--- config.mk ---
export PLATFORM = sky130hd
export DESIGN_NAME = simple_uart_rx_fifo
export DESIGN_NICKNAME = d
export VERILOG_FILES = /design/src/rtl/simple_uart_rx_fifo.sv
export SDC_FILE = /design/constraint.sdc
export NUM_CORES = 1
export LEC_CHECK = 0
export ABC_AREA = 1
export CAP_MARGIN = 10
export CORE_AREA = 4 4 176 178
export CTS_CLUSTER_DIAMETER = 80
export DETAILED_ROUTE_END_ITERATION = 12
export DIE_AREA = 0 0 180 182
export PLACE_DENSITY = 0.42
export SLEW_MARGIN = 30
export SYNTH_ARGS = -nofsm -noshare
export SYNTH_HDL_FRONTEND = slang
export SYNTH_SLANG_ARGS = --single-unit
--- constraint.sdc ---
create_clock -name clk -period 2.85 [get_ports clk]
set_clock_uncertainty 0.05 [all_clocks]
set_input_delay 0.285 -clock clk [delete_from_list [all_inputs] [get_ports clk]]
set_output_delay 0.285 -clock clk [all_outputs]
set_load 0.02 [all_outputs]
--- src/rtl/simple_uart_rx_fifo.sv ---
// 8N1 UART receiver with mid-bit sampling feeding a first-word-fall-through RX FIFO.
// Bit period is clkdiv+1 clocks, matching simple_uart_tx.
module simple_uart_rx_fifo #(
  parameter int unsigned DEPTH = 4
) (
  input  logic        clk,
  input  logic        rst,
  input  logic        rx,
  input  logic [15:0] clkdiv,
  output logic [7:0]  fifo_out,
  input  logic        fifo_read,
  output logic        fifo_empty,
  output logic [7:0]  fifo_level,
  output logic        frame_err,
  output logic        overrun
);

  localparam int unsigned ENTRIES = 2 ** DEPTH;

  typedef enum logic [2:0] {
    S_IDLE,
    S_START,
    S_DATA,
    S_STOP,
    S_WAIT_HI
  } state_t;

  state_t state, state_nxt;

  logic        rx_meta, rxs, rxs_prev;
  logic        fall;
  logic [15:0] baud_cnt;
  logic        tick;
  logic [2:0]  bit_idx;
  logic [7:0]  shreg;
  logic        wr_pending;

  logic        load_half, start_ok, shift_en, byte_done, stop_bad;

  logic [7:0]       mem [ENTRIES];
  logic [DEPTH-1:0] wr_ptr, rd_ptr;
  logic [7:0]       count;
  logic             full, do_read, do_write;

  // rxs_prev trails rxs by one clock so a start edge is seen exactly once.
  always_ff @(posedge clk) begin
    if (rst) begin
      rx_meta  <= 1'b1;
      rxs      <= 1'b1;
      rxs_prev <= 1'b1;
    end else begin
      rx_meta  <= rx;
      rxs      <= rx_meta;
      rxs_prev <= rxs;
    end
  end

  assign fall = rxs_prev & ~rxs;
  assign tick = (baud_cnt == '0);

  always_ff @(posedge clk) begin
    if (rst)            baud_cnt <= '0;
    else if (load_half) baud_cnt <= clkdiv >> 1;
    else if (tick)      baud_cnt <= clkdiv;
    else                baud_cnt <= baud_cnt - 16'd1;
  end

  always_ff @(posedge clk) begin
    if (rst) state <= S_IDLE;
    else     state <= state_nxt;
  end

  always_comb begin
    state_nxt = state;
    case (state)
      S_IDLE:    if (fall) state_nxt = S_START;
      S_START:   if (tick) state_nxt = rxs ? S_IDLE : S_DATA;
      S_DATA:    if (tick && bit_idx == 3'd7) state_nxt = S_STOP;
      S_STOP:    if (tick) state_nxt = rxs ? S_IDLE : S_WAIT_HI;
      S_WAIT_HI: if (rxs) state_nxt = S_IDLE;
      default:   state_nxt = S_IDLE;
    endcase
  end

  always_comb begin
    load_half = 1'b0;
    start_ok  = 1'b0;
    shift_en  = 1'b0;
    byte_done = 1'b0;
    stop_bad  = 1'b0;
    case (state)
      S_IDLE:  load_half = fall;
      S_START: start_ok  = tick & ~rxs;
      S_DATA:  shift_en  = tick;
      S_STOP: begin
        byte_done = tick & rxs;
        stop_bad  = tick & ~rxs;
      end
      default: ;
    endcase
  end

  always_ff @(posedge clk) begin
    if (rst) begin
      bit_idx    <= '0;
      shreg      <= '0;
      wr_pending <= 1'b0;
      frame_err  <= 1'b0;
    end else begin
      if (start_ok)      bit_idx <= '0;
      else if (shift_en) bit_idx <= bit_idx + 3'd1;
      if (shift_en) shreg <= {rxs, shreg[7:1]};
      wr_pending <= byte_done;
      frame_err  <= stop_bad;
    end
  end

  assign fifo_empty = (count == '0);
  assign full       = (count == 8'(ENTRIES));
  assign do_read    = fifo_read & ~fifo_empty;
  // A full FIFO still accepts the byte when the head is popped in the same cycle.
  assign do_write   = wr_pending & (~full | do_read);
  assign fifo_out   = mem[rd_ptr];
  assign fifo_level = count;

  always_ff @(posedge clk) begin
    if (do_write) mem[wr_ptr] <= shreg;
  end

  always_ff @(posedge clk) begin
    if (rst) begin
      wr_ptr  <= '0;
      rd_ptr  <= '0;
      count   <= '0;
      overrun <= 1'b0;
    end else begin
      if (do_write) wr_ptr <= wr_ptr + 1'b1;
      if (do_read)  rd_ptr <= rd_ptr + 1'b1;
      case ({do_write, do_read})
        2'b10:   count <= count + 8'd1;
        2'b01:   count <= count - 8'd1;
        default: count <= count;
      endcase
      overrun <= wr_pending & ~do_write;
    end
  end

endmodule

-- Word-level counts from Yosys, hierarchy flattened
Memory sizes are Yosys's and may differ from the RTL's. A register that Yosys moved wholly into a read port is not among the register bits.
Cells that the tools add are included.
- flip-flop bits (word level): 52
- RAM bits: 128
- input port bits: 20
- output and inout bits: 19
- word-level logic and storage cells: 73
- memories kept: 1
- add/sub/neg operators: 6
- equal/unequal tests: 13
- mux-type cells: 18
- bitwise logic cells: 12
- reduce and logical (&&, ||, !) cells: 9
- memory list (name ; depth ; bits a word ; read ports ; clocked after memory_dff ; write ports ; RTL line ; text):
    mem ; 16 ; 8 ; 1 ; 1 ; 1 ; 40 ; logic [7:0] mem [ENTRIES];
- operators with widths (operator ; number):
    $mux 3 ; 6
    $logic_not 16->1 ; 1
    $mux 16 ; 1
    $pmux 8 s2 ; 1
    $sub 16x1->16 const B ; 1
    $mux 15 ; 1
    $pmux 3 s5 ; 1
    $ne 2x2->1 const B ; 5
    $add 4x1->4 const B ; 2
    $add 8x1->8 const B ; 1
    $eq 8x5->1 const B ; 1
    $logic_not 8->1 ; 1
    $mux 4 ; 2
    $sub 8x1->8 const B ; 1
    $and 1x1->1 ; 6
    $eq 3x2->1 const B ; 2
    $eq 3x3->1 const B ; 2
    $reduce_or 2->1 ; 3
    $mux 1 ; 5
    $not 1->1 ; 5
    $reduce_and 5->1 ; 1
    $add 3x1->3 const B ; 1
    $eq 3x1->1 const B ; 1
    $logic_not 3->1 ; 1
    6 further kinds ; 6

-- Longest topological paths before layout
- word-level depth: 7
- gate-level depth with buffers: 17
- depth with buffers taken out: 17

-- Least setup slack after synthesis
No wires, ideal clock.
- path kind: register -> register
- start point: register count[0] (netlist: fifo_level[0])
- end point: register count[7] (netlist: fifo_level[7])
- setup time: 115 ps
- data arrival time: 2440 ps
- required time: 2685 ps
- setup slack: 245 ps
- stages on the path, launching flop included: 15
- path buffers: 0
- clock period less this slack: 2605 ps
- path through: dfxtp_1 > nor2_1 > nand2_1 > nor2_1 > inv_1 > nand3_2 > inv_1 > ha_1 > or2_2 > nand2_1 > nor2_1 > nor2_1 > nand2_1 > a21oi_1 > nor2_1
- word-level cells in the longest chain between the ends: 7
- elaborated cells on any way between the ends: 13
- classes of those cells: add/sub (2); eq/ne (3); mux (1); bitwise (5); reduce/logical (2)
- RTL lines (what ; RTL line ; text):
    start, declared ; 42 ; logic [7:0] count;
    start signal, assigned ; 140 ; 2'b10: count <= count + 8'd1;
    start signal, assigned ; 141 ; 2'b01: count <= count - 8'd1;
    start signal, assigned ; 142 ; default: count <= count;
    $logic_not 8->1 * ; 118 ; assign fifo_empty = (count == '0);
    named net fifo_empty ; 12 ; output logic fifo_empty,
    $not 1->1 * ; 120 ; assign do_read = fifo_read & ~fifo_empty;
    $and 1x1->1 * ; 120 ;
    $or 1x1->1 ; 122 ; assign do_write = wr_pending & (~full | do_read);
    $and 1x1->1 ; 122 ;
    $eq 2x1->1 or $eq 2x2->1 (tied branches) ; 139 ; case ({do_write, do_read})
    $pmux 8 s2 or $reduce_bool 2->1 (tied branches) ; - ;
Mark *: on every way through the listed nets, which the timed path passes. The rest lies on a longest branch.
A chain may end at the register's enable or synchronous reset.

==> metrics <==
last weighted congestion value of the routability-driven placer 0.757; Fmax 368 MHz; die area 32,800 um^2; Post-Syn Instances 826; Final Cycle Share 95.3%; starting density of the core 27.5%; CTS tree yes; largest family of logic cells by synthesized area simple AND/OR/NAND/NOR gates; DR pass1 iterations 4; DRC violation count after routing 0; power density normalized to cell area 889 nW/um^2; Hold/Removal Path Class reg2reg; initial antenna violation count 0; Slew @ Worst Pin 869 ps; xor and xnor fraction of the mapped netlist area 0.974%; fraction of final layout cells sized beyond drive strength 1 9.43%; clk slew on worst S/H paths 70 ps; HPWL after detailed placement 13.1 mm; final non-filler cell total 1,281; mux share of post-synthesis cell area 0%; initial DRC count 358; number of library cell types mapped by synthesis 37; total wire length 20.5 mm; smallest setup slack after layout 135 ps; Via Count 5,762; detail-routed via count per cell 4.50; Remaining Overflow, GRT 0; worst IR drop on VDD 0.589 mV; worst rel slew slack 42.0%; largest net degree at the start of global routing 51; Horiz. Die Dim 180 um; Total Routing Usage GR 12.7%; via count of the first global-routing pass 5,718; Cells after DPL 1,249; time the final worst path needs with I/O delays and setup 2710 ps; number of clock buffers inserted by TritonCTS 17; Vert. Die Dim 182 um; Synthesis Warnings 0; maximum net fanout on the critical path 44; leakage power summed over all cells 3.52 nW; number of hold violations in the final report 0; total of hold buffers inserted after clock tree synthesis 0; number of levels the H-tree was split into 4; number of setup violations in the final report 0; total of buffers placed on input and output ports 38; Post-Synthesis Net Count 862; simple logic cell fraction of the synthesized area 17.7%; final worst hold slack 363 ps; fraction of the mapped netlist area in adder cells 2.57%; count of standard-cell rows 63; IO Count 39; clk sink count 184; post-placement setup slack 440 ps; total count of max-transition violations in the final report 0; Core Region 29,400 um^2; unrepaired setup endpoints after global routing yes; global-route wire length before repair 32.4 mm; number of antenna diodes 0; WP data arrival 2380 ps; portion of the post-synthesis area used by sequential elements 61.3%; clk_lat worst skew 430 ps; required time of the worst setup path 2520 ps; number of maximum-capacitance constraint violations 0; Synth Cell Area 8100 um^2; CP startpoint kind flop; kind of critical path reg2out; number of nets with antenna violations after detailed routing 0; #FFs+latches synth 184; outcome finished, final reports clean; compound-cell area share of the yosys netlist 12.7%; final net count 915; count of buffers added by post-CTS timing repair for setup 0; per-cell routed wire length 16.0 um; endpoint class of the critical path primary output; master cell of the clock root buffer sky130_fd_sc_hd__clkbuf_16; Post-Synthesis Mean Instance Area 9.80 um^2; clock tree buffer depth 2; signed area change from the synthesized netlist to the final layout 19.6%
through the flow:
step | setup TNS [ps] | instance area (um^2) | util, % | total power, mW
2_1_floorplan | 0 | 8100 | - | 5.34
5_1_grt | -3.11 | 9680 | 32.9 | 9.24
6_report | 0 | 9680 | 32.9 | 8.60
3_3_place_gp | 0 | 9070 | 30.8 | 6.38
4_1_cts | 0 | 9650 | 32.8 | 8.71
3_5_place_dp | 0 | 9070 | 30.8 | 6.37
logic make-up (layout without fill, tap and decap cells):
| group | count (synthesis) | in the layout |
|---|---|---|
| adders and majority gates | 16 | 16 |
| AOI/OAI and AO/OA | 183 | 183 |
| DFF | 184 | 184 |
| buffers and inverters | 96 | 161 |
| xor gates and xnor gates | 9 | 9 |
| and+or+nand+nor | 338 | 338 |
sequential cells by signal (all words and copies together) (netlist names), named ones only:
signal	count
baud_cnt	16
overrun	1
mem	128
rxs_prev	1
state	3
bit_idx	3
fifo_level	8
rd_ptr	4
rxs	1
wr_ptr	4
frame_err	1
rx_meta	1
wr_pending	1
shreg	8
layout by cell type (no fill, tap or decap), types with 2 or more instances in the layout:
master | netlist | layout
sky130_fd_sc_hd__clkbuf_16 | 0 | 18
sky130_fd_sc_hd__clkdlybuf4s50_1 | 0 | 36
sky130_fd_sc_hd__o21ai_0 | 104 | 104
sky130_fd_sc_hd__edfxtp_1 | 128 | 128
sky130_fd_sc_hd__nand3_2 | 2 | 2
sky130_fd_sc_hd__xnor2_1 | 2 | 2
sky130_fd_sc_hd__nand4_1 | 6 | 6
sky130_fd_sc_hd__dfxtp_1 | 56 | 54
sky130_fd_sc_hd__nor2_1 | 154 | 154
sky130_fd_sc_hd__ha_1 | 15 | 15
sky130_fd_sc_hd__buf_12 | 0 | 3
sky130_fd_sc_hd__nor4_1 | 2 | 2
sky130_fd_sc_hd__nand2_1 | 115 | 115
sky130_fd_sc_hd__o211ai_1 | 40 | 40
sky130_fd_sc_hd__xor2_1 | 7 | 7
sky130_fd_sc_hd__or2_2 | 5 | 5
sky130_fd_sc_hd__nor2_2 | 3 | 3
sky130_fd_sc_hd__a21oi_1 | 27 | 27
sky130_fd_sc_hd__dlymetal6s2s_1 | 0 | 2
sky130_fd_sc_hd__nor3_1 | 4 | 4
sky130_fd_sc_hd__o21ai_1 | 7 | 7
sky130_fd_sc_hd__clkinv_4 | 0 | 5
sky130_fd_sc_hd__inv_1 | 61 | 61
sky130_fd_sc_hd__nand2_4 | 2 | 2
sky130_fd_sc_hd__nor2_4 | 3 | 3
sky130_fd_sc_hd__nand2_2 | 2 | 2
sky130_fd_sc_hd__nand3_1 | 37 | 37
sky130_fd_sc_hd__buf_4 | 1 | 24
sky130_fd_sc_hd__o21ai_2 | 2 | 2
sky130_fd_sc_hd__inv_8 | 0 | 8
layer usage:
layer,track usage [%],vias up,wire length [um],share of wire [%]
met3,2.64,12,619,3.0
met1,17.1,2715,9850,48
met4,2.90,0,168,0.82
met5,0,-,0,0
met2,21.1,81,9890,48
li1,-,2954,-,-
cells in the mapped netlist:
cell | count | area share [%]
sky130_fd_sc_hd__nor2_1 | 154 | 7.1
sky130_fd_sc_hd__edfxtp_1 | 128 | 47
sky130_fd_sc_hd__nand2_1 | 115 | 5.3
sky130_fd_sc_hd__o21ai_0 | 104 | 6.4
sky130_fd_sc_hd__inv_1 | 61 | 2.8
sky130_fd_sc_hd__dfxtp_1 | 56 | 14
sky130_fd_sc_hd__o211ai_1 | 40 | 3.7
sky130_fd_sc_hd__nand3_1 | 37 | 2.3
sky130_fd_sc_hd__a21oi_1 | 27 | 1.7
sky130_fd_sc_hd__clkbuf_1 | 19 | 0.88
sky130_fd_sc_hd__ha_1 | 15 | 2.3
sky130_fd_sc_hd__buf_2 | 9 | 0.56
sky130_fd_sc_hd__o21ai_1 | 7 | 0.43
sky130_fd_sc_hd__xor2_1 | 7 | 0.76
sky130_fd_sc_hd__nand4_1 | 6 | 0.46
sky130_fd_sc_hd__or2_2 | 5 | 0.39
sky130_fd_sc_hd__nor3_1 | 4 | 0.25
sky130_fd_sc_hd__buf_1 | 3 | 0.14
sky130_fd_sc_hd__nor2_2 | 3 | 0.23
sky130_fd_sc_hd__nor2_4 | 3 | 0.42
sky130_fd_sc_hd__nand2_2 | 2 | 0.15
sky130_fd_sc_hd__nand2_4 | 2 | 0.28
sky130_fd_sc_hd__nand3_2 | 2 | 0.25
sky130_fd_sc_hd__nor4_1 | 2 | 0.15
sky130_fd_sc_hd__o21ai_2 | 2 | 0.22
sky130_fd_sc_hd__xnor2_1 | 2 | 0.22
sky130_fd_sc_hd__a211oi_1 | 1 | 0.093
sky130_fd_sc_hd__a21boi_0 | 1 | 0.093
sky130_fd_sc_hd__and3_1 | 1 | 0.077
sky130_fd_sc_hd__buf_4 | 1 | 0.093
sky130_fd_sc_hd__buf_6 | 1 | 0.14
sky130_fd_sc_hd__clkinv_2 | 1 | 0.062
sky130_fd_sc_hd__fa_1 | 1 | 0.25
sky130_fd_sc_hd__inv_2 | 1 | 0.046
sky130_fd_sc_hd__nand3b_1 | 1 | 0.093
sky130_fd_sc_hd__nand4_2 | 1 | 0.15
sky130_fd_sc_hd__o31ai_1 | 1 | 0.093
worst paths after layout:
path	from	to	slack, ps	cells past startpoint
max	flop	fifo_out[3]	140	6
min reg2reg	rx_meta	rxs	360	1
min	rx_meta	rxs	360	1
max reg2reg	fifo_level[6]	fifo_level[7]	530	14
worst max-delay path, stage by stage (launching register included):
cell and delay (ps):
sky130_fd_sc_hd__dfxtp_2 360, sky130_fd_sc_hd__buf_6 290, sky130_fd_sc_hd__o21ai_0 150, sky130_fd_sc_hd__o211ai_1 300
sky130_fd_sc_hd__o211ai_1 170, sky130_fd_sc_hd__nand2_1 90, sky130_fd_sc_hd__clkdlybuf4s50_1 590
timing repair:
item / 4_1_cts / 5_1_grt
endpoints found under the setup margin: 2 / 5
resized for setup: 1 / 3
hold endpoints to repair: 0 / 0
cloned: 0 / 1
power by group:
group          switching, mW  leakage [nW]  internal [mW]
Combinational           1.91          1.63           1.21
Clock                   1.14         0.285           1.17
Sequential             0.179          1.61           3.00
Total                   3.22          3.52           5.38
area by class of cell:
class	count	area [um^2]
Fill cell	3004	19700
Inverter	63	238
Tap cell	390	488
Timing Repair Buffer	67	662
Clock buffer	17	425
Sequential cell	184	4970
Multi-Input combinational cell	546	2750
Clock inverter	14	150
Note: power is estimated with default switching activity, not from simulation.
